File: src/rtl/param_pipe_adder.sv
// Pipelined WIDTH-bit adder/subtractor: one SW-bit slice is resolved per stage with the carry
// registered between stages; valid/ready on both sides, whole pipe stalls in lock-step.
module param_pipe_adder #(
   parameter int WIDTH    = 8,
   parameter int SEGMENTS = 2
) (
   input  logic             clk,
   input  logic             rst_n,
   input  logic             in_valid,
   output logic             in_ready,
   input  logic [WIDTH-1:0] a,
   input  logic [WIDTH-1:0] b,
   input  logic             sub,
   output logic             out_valid,
   input  logic             out_ready,
   output logic [WIDTH:0]   result,
   output logic             ovf
);

   localparam int SW   = WIDTH / SEGMENTS;
   localparam int LAST = SEGMENTS - 1;

   logic [SEGMENTS-1:0]            valid_q, valid_d;
   logic [SEGMENTS-1:0]            sub_q, sub_d;
   logic [SEGMENTS-1:0]            carry_q, carry_d;
   logic [SEGMENTS-1:0][WIDTH-1:0] a_q, a_d;
   logic [SEGMENTS-1:0][WIDTH-1:0] bp_q, bp_d;
   logic [SEGMENTS-1:0][WIDTH-1:0] sum_q, sum_d;

   // What each stage sees at its input: the ports for stage 0, the previous stage otherwise.
   logic [SEGMENTS-1:0]            st_valid, st_sub, st_cin;
   logic [SEGMENTS-1:0][WIDTH-1:0] st_a, st_bp, st_sum;
   logic [SW:0]                    slice_res;
   logic                           en;

   assign en       = !(out_valid && !out_ready);
   assign in_ready = en;

   always_comb begin
      st_valid  = '0;
      st_sub    = '0;
      st_cin    = '0;
      st_a      = '0;
      st_bp     = '0;
      st_sum    = '0;
      carry_d   = '0;
      slice_res = '0;

      st_valid[0] = in_valid && en;
      st_sub[0]   = sub;
      st_cin[0]   = sub;
      st_a[0]     = a;
      st_bp[0]    = sub ? ~b : b;
      for (int k = 1; k < SEGMENTS; k++) begin
         st_valid[k] = valid_q[k-1];
         st_sub[k]   = sub_q[k-1];
         st_cin[k]   = carry_q[k-1];
         st_a[k]     = a_q[k-1];
         st_bp[k]    = bp_q[k-1];
         st_sum[k]   = sum_q[k-1];
      end

      valid_d = st_valid;
      sub_d   = st_sub;
      a_d     = st_a;
      bp_d    = st_bp;
      sum_d   = st_sum;
      // Stage k only touches its own slice; lower slices arrive already resolved.
      for (int k = 0; k < SEGMENTS; k++) begin
         slice_res = {1'b0, st_a[k][k*SW +: SW]} + {1'b0, st_bp[k][k*SW +: SW]}
                   + {{SW{1'b0}}, st_cin[k]};
         sum_d[k][k*SW +: SW] = slice_res[SW-1:0];
         carry_d[k]           = slice_res[SW];
      end
   end

   always_ff @(posedge clk or negedge rst_n) begin
      if (!rst_n) begin
         valid_q <= '0;
         sub_q   <= '0;
         carry_q <= '0;
         a_q     <= '0;
         bp_q    <= '0;
         sum_q   <= '0;
      end else if (en) begin
         valid_q <= valid_d;
         sub_q   <= sub_d;
         carry_q <= carry_d;
         a_q     <= a_d;
         bp_q    <= bp_d;
         sum_q   <= sum_d;
      end
   end

   // Top bit is carry for add and borrow for sub (borrow = no carry out of A + ~B + 1).
   assign out_valid = valid_q[LAST];
   assign result    = {carry_q[LAST] ^ sub_q[LAST], sum_q[LAST]};
   assign ovf       = (a_q[LAST][WIDTH-1] == bp_q[LAST][WIDTH-1]) &&
                      (sum_q[LAST][WIDTH-1] != a_q[LAST][WIDTH-1]);

endmodule
File: config.mk
export PLATFORM = sky130hd
export DESIGN_NAME = param_pipe_adder
export DESIGN_NICKNAME = d
export VERILOG_FILES = /design/src/rtl/param_pipe_adder.sv
export SDC_FILE = /design/constraint.sdc
export NUM_CORES = 1
export LEC_CHECK = 0
export CORE_ASPECT_RATIO = 0.6
export CORE_MARGIN = 3
export CORE_UTILIZATION = 44
export CTS_CLUSTER_SIZE = 30
export DETAILED_ROUTE_END_ITERATION = 10
export MAX_ROUTING_LAYER = met4
export PLACE_DENSITY = 0.71
export SLEW_MARGIN = 10
export SYNTH_ARGS = -nofsm -noshare
export SYNTH_HDL_FRONTEND = slang
export SYNTH_SLANG_ARGS = --single-unit
File: constraint.sdc
create_clock -name clk -period 1.5 [get_ports clk]
set_input_delay 0.3 -clock clk [delete_from_list [all_inputs] [get_ports clk]]
set_output_delay 0.3 -clock clk [all_outputs]
set_load 0.005 [all_outputs]
==> results of run 1 <==
-- cell families after synthesis --
family          share of synthesized area (%)
compound gates                           8.25
buf+inv                                  4.17
xor+xnor                                 6.83
fa+ha+maj                                9.58
simple gates                             19.7
flops                                    49.7
mux                                      1.77
-- synth_stat cells, types with 2 or more instances --
master and n:
a21o_1 2, a21oi_1 6, buf_2 2, clkbuf_1 4, dfrtp_1 28, fa_1 3
ha_1 6, inv_1 6, nand2_1 51, nor2_1 6, nor2b_1 3, o21ai_0 9
xnor2_1 5, xor2_1 6
-- cell type report --
class	count	area, sq um	share of cell area, %
multi-input combinational	109	713	35.5
sequential	28	701	34.9
timing repair buffer	53	464	23.1
clock buffer	4	55.1	2.74
tap	42	52.6	2.62
inverter	6	22.5	1.12
-- routing by layer --
layer	vias to the layer above	wire (um)	GRT usage, %
met5	-	0	-
met3	6	122	4.20
met1	568	1380	23.6
met2	29	1520	29.5
li1	577	-	-
met4	0	46	4.86
-- sequential cells by signal (all words and copies together), names as in the netlist, 2 cells and up --
signal	cells
result	8
a_d	4
bp_d	4
st_sum	4
carry_q	2
sub_q	2
valid_q	2
-- placed cells by master, fill, tap and decap left out --
master,Yosys,routed
nand2_1,51,51
dfrtp_1,28,28
buf_4,0,20
clkdlybuf4s50_1,0,18
dlygate4sd2_1,0,10
o21ai_0,9,8
nor2_1,6,6
inv_1,6,5
xnor2_1,5,5
xor2_1,6,4
a21oi_1,6,4
ha_1,6,4
clkbuf_8,0,4
fa_2,0,3
xor2_2,0,2
nor2b_2,0,2
a21oi_2,0,2
a21o_1,2,2
ha_4,0,2
dlymetal6s2s_1,0,2
inv_2,0,1
mux2_4,1,1
nand2b_1,1,1
o21ai_1,0,1
o2111ai_1,1,1
or4_1,1,1
nor2b_1,3,1
mux2i_1,1,1
nand3_1,1,1
and2_4,0,1
a2111o_1,1,1
nand4_1,1,1
nor3b_1,1,1
a31oi_1,1,1
and3_1,1,1
buf_2,2,1
clkbuf_2,0,1
buf_6,1,1
-- path summary, 6_finish.rpt --
kind	to	slack, ns	cells after the start
worst max-delay path	st_sum[11]	0.003	6
worst min-delay path	a_q[15]	0.40	2
worst max register to register	result[5]	0.003	4
worst min register to register	result[3]	0.48	2
max in group asynchronous	a_d[14]	0.84	2
min in group clk	result[3]	0.48	2
-- where the power goes --
group          switching (mW)  total [mW]  internal, mW
clock network           0.229       0.463         0.235
registers               0.122        1.06         0.939
logic                   0.375       0.877         0.502
-- through the flow --
| stage | cell area (sq um) | setup slack (ns) |
|---|---|---|
| floorplan | 1430 | -0.172 |
| global placement | 1880 | -0.630 |
| detailed placement | 1880 | -0.718 |
| CTS | 1970 | -0.0457 |
| global route | 2010 | -0.0660 |
| finish | 2010 | 0.00259 |
-- what timing repair did --
action                                  in CTS  in global routing
gates resized for setup                     21                 11
pin swaps                                    7                 10
buffers inserted                             4                  1
endpoints found under the setup margin      11                  7
==> flow_summary.json, run 1 <==
{
  "fin_skew_ns": 0.00685,
  "maxCapViolCount": 0,
  "path_buf_inv": 1,
  "setup_viol": 0,
  "placed_cells": 233,
  "die_w_um": 79.1,
  "num_vias": 1180,
  "rows": 15,
  "critPathCaptureType": "flip-flop",
  "critPathMaxFanout": 2,
  "syn_avg_cell_area_sq_um": 9.40,
  "synth.cell_area_sq_um": 1410,
  "status": "completed",
  "cts_buffers": 3,
  "fin_util_pct": 67.7,
  "crit_family": "compound AO/OA/AOI/OAI gates",
  "stdcell_count": 242,
  "tightest_slew_ns": 0.355,
  "grt_usage_pct": 18.3,
  "yosysWarningCount": 0,
  "worstPathArrival_ns": 1.67,
  "dieArea_sq_um": 3940,
  "synth_edf_count": 0,
  "htree_levels": 1,
  "crit_start": "b[1]",
  "critPathLaunchType": "input pin",
  "dp_hpwl_um": 2250,
  "grt_max_degree": 29,
  "worstSetupPathType": "in -> reg",
  "timing_hold_violations_final": 0,
  "ys_ff_latch": 28,
  "worstReg2RegStart": "bp_d[12]",
  "hold_ws_ns": 0.401,
  "ys.flop_type": "dfrtp_1",
  "synthTopCellsByArea": "dfrtp_1 50%, nand2_1 14%, ha_1 5.3%, fa_1 4.3%, xor2_1 3.7%",
  "maxSlewHeadroom_pct": 76.4,
  "antenna_left": 0,
  "slowest_delay_ns": 0.36,
  "path_cells": "dlygate4sd2_1, xor2_2, ha_1, and2_4, a2111o_1, and3_1",
  "cp_slowest_cell": "a2111o_1",
  "die_y_um": 49.9,
  "diodes": 0,
  "rsz0062_at_grt": "true",
  "drt-vias-per-instance": 4.88,
  "clk_latency_ns": 0.27,
  "root_buffer": "clkbuf_8",
  "area_delta_synth_final_pct": 42.4,
  "antenna_found_initial": 0,
  "overflow": 0,
  "power_mw": 2.40,
  "fmax_mhz": 668,
  "drt_iter0_markers": 19,
  "io_buffers": 32,
  "grt_first_pass_wirelength_um": 5500,
  "async_flop_share_pct": 100,
  "wl_per_cell_um": 12.7,
  "clkTransAtPathRegs_ns": 0.10,
  "p_leak_nw": 0.983,
  "cts_sinks": 28,
  "synthDominantCellAreaShare_pct": 49.7,
  "fillers": 262,
  "power.density_nw_per_um2": 1200,
  "cts_hold_buf": 0,
  "yosysTopAreaCell": "dfrtp_1",
  "synth.distinct_cells": 27,
  "coreArea_sq_um": 2970,
  "grt_pass1_vias": 1246,
  "worstPathRequired_ns": 1.67,
  "hp-class": "in -> async",
  "drt-pass1-iter-count": 4,
  "clk_path_buf_depth": 2,
  "cts_tree": "built",
  "fin_nets": 231,
  "syn-num-nets": 180,
  "finalSetupTns_ns": 0,
  "routabilityCongestion": 0.850,
  "drive_above_1_share_pct": 20.5,
  "totalWireLength_um": 3070,
  "drc": 0,
  "ioPinCount": 33,
  "syn_inst": 150,
  "finalCritPeriodShare_pct": 99.8,
  "fin_crit_ns": 1.50,
  "drv_slew": 0,
  "ys_seq_area_share_pct": 49.7,
  "ir_drop_uv": 667,
  "start_util_pct": 47.6
}
No activity file was read; power rests on OpenSTA's default activity.
==> run 2: changes to the inputs <==
--- a/config.mk
+++ b/config.mk
@@ -7,11 +7,11 @@
 export LEC_CHECK = 0
 export CORE_ASPECT_RATIO = 0.6
 export CORE_MARGIN = 3
-export CORE_UTILIZATION = 44
+export CORE_UTILIZATION = 49
 export CTS_CLUSTER_SIZE = 30
 export DETAILED_ROUTE_END_ITERATION = 10
 export MAX_ROUTING_LAYER = met4
-export PLACE_DENSITY = 0.71
+export PLACE_DENSITY = 0.75
 export SLEW_MARGIN = 10
 export SYNTH_ARGS = -nofsm -noshare
 export SYNTH_HDL_FRONTEND = slang
==> constraint.sdc (replaced) <==
create_clock -name clk -period 1.4 [get_ports clk]
set_input_delay 0.28 -clock clk [delete_from_list [all_inputs] [get_ports clk]]
set_output_delay 0.28 -clock clk [all_outputs]
set_load 0.005 [all_outputs]
==> flow_summary.json, run 2 (same netlist as run 1, synthesis figures left out) <==
{
  "stdcell_count": 237,
  "status": "finished with violations",
  "drt-vias-per-instance": 4.91,
  "fin_util_pct": 77.8,
  "grt_pass1_vias": 1113,
  "ioPinCount": 33,
  "final_common_cell": "nand2_1",
  "power_mw": 2.77,
  "worstSetupPathType": "reg -> reg",
  "seq_area_sq_um": 701,
  "area_delta_synth_final_pct": 45.0,
  "cts_tree": "built",
  "tightest_slew_ns": 0.189,
  "maxSlewHeadroom_pct": 87.4,
  "worstReg2RegStart": "bp_d[12]",
  "place_area_sq_um": 1920,
  "rows": 14,
  "grt_first_pass_wirelength_um": 5240,
  "coreArea_sq_um": 2630,
  "fin_nets": 236,
  "dp_hpwl_um": 2380,
  "htree_levels": 1,
  "root_buffer": "clkbuf_8",
  "io_buffers": 32,
  "cts_buffers": 3,
  "totalWireLength_um": 3330,
  "maxCapViolCount": 0,
  "slowest_delay_ns": 0.43,
  "drt_iter0_markers": 28,
  "rsz0062_at_grt": "true",
  "hold_ws_ns": 0.336,
  "grt_usage_pct": 21.0,
  "critPathMaxFanout": 2,
  "timing_hold_violations_final": 0,
  "worstPathRequired_ns": 1.61,
  "multiInputGateArea_sq_um": 711,
  "clkTransAtPathRegs_ns": 0.10,
  "drv_slew": 0,
  "drt-pass1-iter-count": 4,
  "setup_slack_ns": -0.120,
  "dieArea_sq_um": 3580,
  "start_util_pct": 53.7,
  "finalSetupTns_ns": -0.189,
  "grtUsageMet1_pct": 24.9,
  "largest_reg_flops": 8,
  "rr_endpoint": "result[5]",
  "ir_drop_uv": 664,
  "fin_skew_ns": 0.0132,
  "power.density_nw_per_um2": 1360,
  "critPathCaptureType": "flip-flop",
  "cts_sinks": 28,
  "clk_path_buf_depth": 2,
  "antenna_left": 0,
  "violations": "negative setup slack",
  "crit_path_frequent_cell": "fa_2",
  "crit_start": "bp_d[12]",
  "diodes": 0,
  "antenna_found_initial": 0,
  "routabilityCongestion": 0.853,
  "rrSetupSlack_ns": -0.12,
  "fillers": 171,
  "hp-class": "in -> async",
  "fin_crit_ns": 1.52,
  "grt_max_degree": 29,
  "setup_viol": 5,
  "drc": 0,
  "layout_common_cells": "51 x nand2_1, 28 x dfrtp_1, 23 x buf_4, 13 x dlygate4sd2_1, 11 x clkdlybuf4s50_1",
  "placed_cells": 228,
  "worstPathArrival_ns": 1.73,
  "die_y_um": 47.6,
  "wl_per_cell_um": 14.1,
  "clk_latency_ns": 0.28,
  "critPathLaunchType": "flip-flop",
  "finalCritPeriodShare_pct": 109,
  "grtUsageMet3_pct": 4.61,
  "reg2regPathDepth": 4,
  "overflow": 0,
  "path_cells": "fa_2, inv_2, fa_2, a21oi_2",
  "num_vias": 1163,
  "fmax_mhz": 658,
  "drive_above_1_share_pct": 24.4,
  "final_area_sq_um": 2040,
  "gr-max-usage-layer": "met2",
  "p_leak_nw": 1.03,
  "die_w_um": 75.3,
  "place_ws_ns": -0.802,
  "met2_usage_pct": 37.5,
  "cp_slowest_cell": "fa_2"
}
[run 2: cell types whose count changed in the layout (fill, tap and decap cells not counted), moves of 2 or more]
cell,delta
buf_4,+3
buf_6,+2
clkbuf_2,+3
clkdlybuf4s50_1,-7
dlygate4sd2_1,+3
nor2b_2,-2
o21ai_0,-2
o21ai_1,+2
[run 2: metal layers]
| metal | up-vias | part of all wire, % |
|---|---|---|
| met5 | - | 0 |
| met4 | 0 | 1.1 |
| met3 | 4 | 3.7 |
| met2 | 27 | 49 |
| met1 | 540 | 46 |
| li1 | 592 | - |
[run 2: cell type report]
cell class | instances | area share, %
Clock inverter | 1 | 1.47
Inverter | 6 | 1.10
Multi-Input combinational cell | 109 | 34.8
Timing Repair Buffer | 58 | 24.4
Sequential cell | 28 | 34.3
Clock buffer | 3 | 2.02
Tap cell | 32 | 1.96
[run 2: power breakdown]
| group | internal [mW] | switching (mW) | total (mW) |
|---|---|---|---|
| sequential | 1.01 | 0.120 | 1.13 |
| clock | 0.383 | 0.260 | 0.643 |
| combinational | 0.551 | 0.453 | 1.00 |
| total | 1.94 | 0.833 | 2.77 |
[run 2: worst max-delay path by stage]
stage               slack, ns    endpoint  cells past startpoint
floorplan               -0.25  st_sum[11]                      6
global placement        -0.71  st_sum[11]                      6
detailed placement      -0.80  st_sum[11]                      6
CTS                     -0.11  st_sum[11]                      5
global route            -0.17   result[5]                      4
finish                  -0.12   result[5]                      4
[run 2: critical path: cells and delay by family, from the launching register on]
kind | cells | cell delay, ns
adders and majority gates | 2 | 0.84
buffers and inverters | 1 | 0.06
AOI/OAI and AO/OA | 1 | 0.14
DFF | 1 | 0.42
[run 2: timing repair]
action	4_1_cts	5_1_grt
endpoints found under the setup margin	20	14
setup buffers	5	1
hold buffers	0	0
gates resized for setup	39	17
pin swaps	12	13
==> run 3: changes to the inputs <==
--- a/config.mk
+++ b/config.mk
@@ -10,6 +10,7 @@
 export CORE_UTILIZATION = 49
 export CTS_CLUSTER_SIZE = 30
 export DETAILED_ROUTE_END_ITERATION = 10
+export GPL_ROUTABILITY_DRIVEN = 0
 export MAX_ROUTING_LAYER = met4
 export PLACE_DENSITY = 0.75
 export SLEW_MARGIN = 10
==> results of run 3 <==
No change in the layout: final DEF, timing and power equal those of run 2.
